[src/rtl/piso_pkg.sv]
// Shared definitions for the PISO serializer and its frame scheduler.
package piso_pkg;

   localparam int FRAME_W       = 16;  // bits per parallel frame
   localparam int SYM_W         = 2;   // bits per serial symbol
   localparam int SYM_PER_FRAME = 8;   // symbols shifted out per frame

   typedef enum logic [1:0] {
      ST_IDLE  = 2'd0,
      ST_LOAD  = 2'd1,
      ST_SHIFT = 2'd2
   } state_e;

endpackage : piso_pkg

[src/rtl/piso_sched_rr_arb2.sv]
// Two-way round-robin arbiter. A grant is only issued while en_i is high,
// and every grant is a completed transfer, so the last-grant register
// updates on any grant.
module rr_arb2 (
   input  logic clk,
   input  logic rst,
   input  logic req0_i,
   input  logic req1_i,
   input  logic en_i,
   output logic gnt0_o,
   output logic gnt1_o
);

   // 1: requester 1 won the last grant, so requester 0 wins the next tie.
   logic last1_q, last1_d;

   // Grant selection and next last-grant value.
   always_comb begin
      // NOTE: every combinational output gets a value on every path, so no latch is inferred.
      gnt0_o  = en_i & req0_i & (~req1_i |  last1_q);
      gnt1_o  = en_i & req1_i & (~req0_i | ~last1_q);
      last1_d = last1_q;
      if (gnt1_o) begin
         last1_d = 1'b1;
      end else if (gnt0_o) begin
         last1_d = 1'b0;
      end
   end

   // Last-grant register; reset pretends req1 went last so req0 is favoured first.
   always_ff @(posedge clk) begin
      // NOTE: sequential state is updated with non-blocking assignments only.
      if (rst) begin
         last1_q <= 1'b1;
      end else begin
         last1_q <= last1_d;
      end
   end

endmodule : rr_arb2

[src/rtl/piso_sched.sv]
// Frame scheduler for a 2-bit-symbol PISO: arbitrates between two frame
// requesters, issues a one-cycle load strobe and then tracks the symbols
// being shifted out. The next frame can be accepted in the last shift
// cycle, giving a fixed 9-cycle frame period under continuous traffic.
module piso_sched #(
   parameter int FRAME_W       = piso_pkg::FRAME_W,
   parameter int SYM_PER_FRAME = piso_pkg::SYM_PER_FRAME
) (
   input  logic               clk,
   input  logic               rst,
   input  logic               req0_valid_i,
   input  logic [FRAME_W-1:0] req0_data_i,
   output logic               req0_ready_o,
   input  logic               req1_valid_i,
   input  logic [FRAME_W-1:0] req1_data_i,
   output logic               req1_ready_o,
   output logic               load_o,
   output logic [FRAME_W-1:0] data_parallel_o,
   output logic               src_id_o,
   output logic               busy_o,
   output logic [7:0]         frame_cnt_o
);

   import piso_pkg::*;

   localparam int               CNT_W    = (SYM_PER_FRAME > 1) ? $clog2(SYM_PER_FRAME) : 1;
   localparam logic [CNT_W-1:0] LAST_SYM = CNT_W'(SYM_PER_FRAME - 1);

   state_e             state_q,     state_d;
   logic [CNT_W-1:0]   sym_cnt_q,   sym_cnt_d;
   logic               load_q,      load_d;
   logic [FRAME_W-1:0] data_q,      data_d;
   logic               src_q,       src_d;
   logic               busy_q,      busy_d;
   logic [7:0]         frame_cnt_q, frame_cnt_d;

   logic accept_window;
   logic gnt0;
   logic gnt1;
   logic xfer;

   // A frame may be taken while idle or in the final shift cycle; never during reset,
   // since the FSM is being cleared and the frame would be lost.
   assign accept_window = ~rst & ((state_q == ST_IDLE) |
                                  ((state_q == ST_SHIFT) & (sym_cnt_q == LAST_SYM)));

   rr_arb2 u_arb (
      .clk    (clk),
      .rst    (rst),
      .req0_i (req0_valid_i),
      .req1_i (req1_valid_i),
      .en_i   (accept_window),
      .gnt0_o (gnt0),
      .gnt1_o (gnt1)
   );

   assign xfer         = gnt0 | gnt1;
   assign req0_ready_o = gnt0;
   assign req1_ready_o = gnt1;

   // Next-state logic: FSM transitions, frame capture, symbol and frame counters.
   always_comb begin
      state_d     = state_q;
      sym_cnt_d   = sym_cnt_q;
      load_d      = 1'b0;
      data_d      = data_q;
      src_d       = src_q;
      frame_cnt_d = frame_cnt_q;

      case (state_q)
         ST_IDLE: begin
            if (xfer) begin
               state_d = ST_LOAD;
            end
         end
         ST_LOAD: begin
            state_d   = ST_SHIFT;
            sym_cnt_d = '0;
         end
         ST_SHIFT: begin
            if (sym_cnt_q == LAST_SYM) begin
               state_d = xfer ? ST_LOAD : ST_IDLE;
            end else begin
               sym_cnt_d = sym_cnt_q + 1'b1;
            end
         end
         default: begin
            state_d = ST_IDLE;
         end
      endcase

      // Any accepted frame is captured here and strobed out on the following cycle.
      if (xfer) begin
         load_d      = 1'b1;
         data_d      = gnt1 ? req1_data_i : req0_data_i;
         src_d       = gnt1;
         frame_cnt_d = frame_cnt_q + 8'd1;
      end

      busy_d = (state_d != ST_IDLE);
   end

   // State and registered outputs; reset drops any frame in flight.
   always_ff @(posedge clk) begin
      if (rst) begin
         state_q     <= ST_IDLE;
         sym_cnt_q   <= '0;
         load_q      <= 1'b0;
         data_q      <= '0;
         src_q       <= 1'b0;
         busy_q      <= 1'b0;
         frame_cnt_q <= 8'd0;
      end else begin
         state_q     <= state_d;
         sym_cnt_q   <= sym_cnt_d;
         load_q      <= load_d;
         data_q      <= data_d;
         src_q       <= src_d;
         busy_q      <= busy_d;
         frame_cnt_q <= frame_cnt_d;
      end
   end

   assign load_o          = load_q;
   assign data_parallel_o = data_q;
   assign src_id_o        = src_q;
   assign busy_o          = busy_q;
   assign frame_cnt_o     = frame_cnt_q;

endmodule : piso_sched

[config.mk]
export PLATFORM = sky130hd
export DESIGN_NAME = piso_sched
export DESIGN_NICKNAME = d
export VERILOG_FILES = /design/src/rtl/piso_pkg.sv /design/src/rtl/piso_sched_rr_arb2.sv /design/src/rtl/piso_sched.sv
export SDC_FILE = /design/constraint.sdc
export NUM_CORES = 1
export LEC_CHECK = 0
export BUFFER_PORTS_ARGS = -buffer_cell sky130_fd_sc_hd__buf_2
export CORE_ASPECT_RATIO = 1.1
export CORE_MARGIN = 3
export CORE_UTILIZATION = 45
export CTS_CLUSTER_SIZE = 28
export DETAILED_ROUTE_END_ITERATION = 8
export PLACE_DENSITY_LB_ADDON = 0.1
export SYNTH_ARGS = -nofsm -noshare
export SYNTH_HDL_FRONTEND = slang
export SYNTH_HIERARCHICAL = 1
export SYNTH_SLANG_ARGS = --single-unit
[constraint.sdc]
create_clock -name clk -period 7.5 [get_ports clk]
set_clock_uncertainty 0.2 [all_clocks]
set_input_delay 1.5 -clock clk [delete_from_list [all_inputs] [get_ports clk]]
set_output_delay 1.5 -clock clk [all_outputs]
set_load 0.005 [all_outputs]
==> results.cfg <==
[run_status]
status = complete, no violations

[synthesis]
synth_top_area_frac = 0.4367
synth-seq-cells = 33
netlist_instances = 157
synth_top_area_cell = dfxtp_1
synth_area_leaders = dfxtp_1 (44%), mux2_1 (12%), mux2i_1 (11%), nor2_1 (5.7%), a21oi_1 (3.6%)
syn-num-nets = 196
yosys_warnings = 6
synth_cell_types = 31
ys_seq_area_frac = 0.4367
synth_area_um2 = 1513
syn_area_per_cell_um2 = 9.635

[power]
p_int_mw = 0.3008
p_seq_frac = 0.490
clkPwrFrac = 0.350
p_leak_nw = 0.9112
total_power_mw = 0.4007
combinationalPowerShare = 0.161
irDropWorstVdd_mv = 0.1064
pwr_density_cell_nw_per_um2 = 206.4
power_switching_mw = 0.09995
netSwitchingFraction = 0.2494

[critical_path]
cp_max_fo = 34
setup.worst_path.start_class = input pin
path_buf_inv = 2
end_kind = output port
cp_slowest_cell = nor3_1
cp_data_required_time_ns = 5.80
crit_type = in -> out
worst_path_most_repeated_cell = buf_2
max_stage_delay_ns = 0.36
path_delay_family = simple AND/OR/NAND/NOR gates
cp_cell_sequence = buf_2 -> nor3_1 -> nand2_1 -> a21oi_2 -> buf_2
crit_arrival_ns = 2.58

[cts]
clock_latency_ns = 0.34
cts_tree = built
ctsResizeCount = 0
htreeDepth = 2
ctsLongestPathBuffers = 2
cts_buffers = 5
clk_pin_slew_worst_paths_ns = 0.09
clock_sinks = 33
root_buffer = clkbuf_4
ctsHoldBuffers = 0
post_cts_buffers = 0

[sta]
fin_setup_tns_ns = 0
hold_viol = 0
grt_setup_unrepaired = false
fin_crit_sh = 0.5706
drv_slew = 0
setup_viol = 0
relSlewSlack = 0.6009
min_period_ns = 4.280
fmax_mhz = 233.7
tightest_slew_ns = 0.5987

[cells_and_area]
fillers = 278
area.growth.synth_to_final_pct = 28.37
drive_gt1_frac = 0.3423
num_antenna_cells = 0
seq_area_um2 = 660.6
fin_nets = 260
fin_cells = 256
multi_input_area_um2 = 799.5

[placement]
dp_hpwl_um = 2459
routabilityCongestion = 0.7341
dpl.cell_count = 248
io_buffers = 64

[run]
drv_cap = 0

[route]
num_vias = 1342
drt_wl_total_um = 3349
drtAntennaViolNets = 0
wl_per_cell_um = 13.08
first_iter_violations = 60
vias_per_cell = 5.242
dr.pass1.iters = 4
drcViolationCount = 0

[floorplan]
die_h_um = 66.81
core_um2 = 3127
ios = 65
start_util = 0.4838
row_count = 21
die_x_um = 61.28
dieArea_um2 = 4094

[grt]
grt_pass1_wl_um = 5609
antenna_found_initial = 0
grt_remaining_overflow = 0
grt_use_total = 0.1834
grt_pass1_vias = 1325
grt_max_degree = 35

[min_path]
hold_path_class = reg -> reg
## cells in the mapped netlist, drive strengths merged
cell,count
inv,5
nand3,2
buf,4
nor2b,2
a21oi,11
and3b,1
nand3b,2
nand2b,2
o21bai,2
mux2i,17
nand2,7
or4,2
o21a,1
mux2,16
clkbuf,5
nor3b,1
o21ai,4
or3,2
nor2,23
a21o,2
a211o,1
o31ai,2
nor3,1
dfxtp,33
nor4,1
o2111ai,2
xor2,3
ha,3
## state kept, by name, indices dropped and copies added (netlist names)
name	count
data_parallel_o	16
frame_cnt_o	8
busy_o	1
src_id_o	1
sym_cnt_q	3
state_q	2
u_arb/last1_q	1
load_o	1
## worst min-delay path, delay by kind of cell, from the launching register on
kind               cells  cell delay, ns
and+or+nand+nor        1            0.06
AOI/OAI and AO/OA      1            0.05
DFF                    1            0.33
## cells in the final DEF (no fill, tap or decap)
master	n
nor3b_1	1
a211o_1	1
mux2i_1	17
o21ai_0	3
mux2_1	16
nor3_1	1
bufinv_16	1
nor4_1	1
and3b_1	1
nand3_1	2
a21oi_2	2
o2111ai_2	1
inv_1	5
o2111ai_1	1
nand3b_1	2
buf_4	2
a21oi_1	9
dfxtp_1	33
o31ai_1	2
nor2_1	23
clkbuf_8	1
nand2b_1	2
ha_1	3
nand2_1	7
o21a_1	1
o21ai_1	1
nor2b_1	2
buf_2	64
o21bai_1	2
or4_1	2
clkbuf_1	1
or3_1	2
clkbuf_4	5
a21o_1	2
xor2_1	3
## power by group through the flow
stage | Clock (mW) | Combinational [mW] | Sequential (mW)
finish | 0.140 | 0.0644 | 0.196
CTS | 0.143 | 0.0656 | 0.196
detailed placement | 0 | 0.0655 | 0.200
floorplan | 0 | 0.0388 | 0.199
global route | 0.150 | 0.0728 | 0.198
global placement | 0 | 0.0629 | 0.200
## worst paths after layout
kind         depth (start not counted)                      start                          end  slack, ns
max                                  5                        rst                 req0_ready_o       3.22
min                                  2  sym_cnt_q[2]$_SDFFE_PP0P_    sym_cnt_q[2]$_SDFFE_PP0P_       0.28
max reg2reg                         10  sym_cnt_q[0]$_SDFFE_PP0P_  frame_cnt_o[7]$_SDFFE_PP0P_       4.65
min reg2reg                          2  sym_cnt_q[2]$_SDFFE_PP0P_    sym_cnt_q[2]$_SDFFE_PP0P_       0.28
## kinds of logic (layout without fill, tap and decap cells)
group,Yosys count,count (layout),share of synthesized area
AND/OR/NAND/NOR,46,46,0.1439
buffers and inverters,14,79,0.03970
adder cells (fa/ha/maj),3,3,0.02482
AO/OA/AOI/OAI,25,25,0.1059
flip-flops,33,33,0.4367
multiplexers,33,33,0.2316
XOR/XNOR,3,3,0.01737
## per-layer routing
| metal | share of wire | GRT usage |
|---|---|---|
| met3 | 0.068 | 0.06395 |
| met2 | 0.50 | 0.3003 |
| met4 | 0.013 | 0.07317 |
| met5 | 0 | 0 |
| met1 | 0.42 | 0.2138 |
## per-stage QoR
stage | hold slack (ns) | util | setup slack [ns] | cell area, um^2
after floorplan | 0.2535 | - | 3.540 | 1513
after global placement | 0.2575 | 0.5938 | 3.313 | 1857
after detailed placement | 0.2729 | 0.5938 | 3.230 | 1857
after CTS | 0.2861 | 0.6210 | 3.221 | 1942
after global routing | 0.3222 | 0.6210 | 3.110 | 1942
final | 0.2842 | 0.6210 | 3.220 | 1942
## cell type report
cell class	count	share of cell area
flip-flops and latches	33	0.3402
inverters	5	0.009665
clock inverters	1	0.01546
repair buffers	66	0.1727
clock buffers	7	0.02835
well taps	34	0.02191
multi-input cells	110	0.4117
Note: power is estimated with default switching activity, not from simulation.
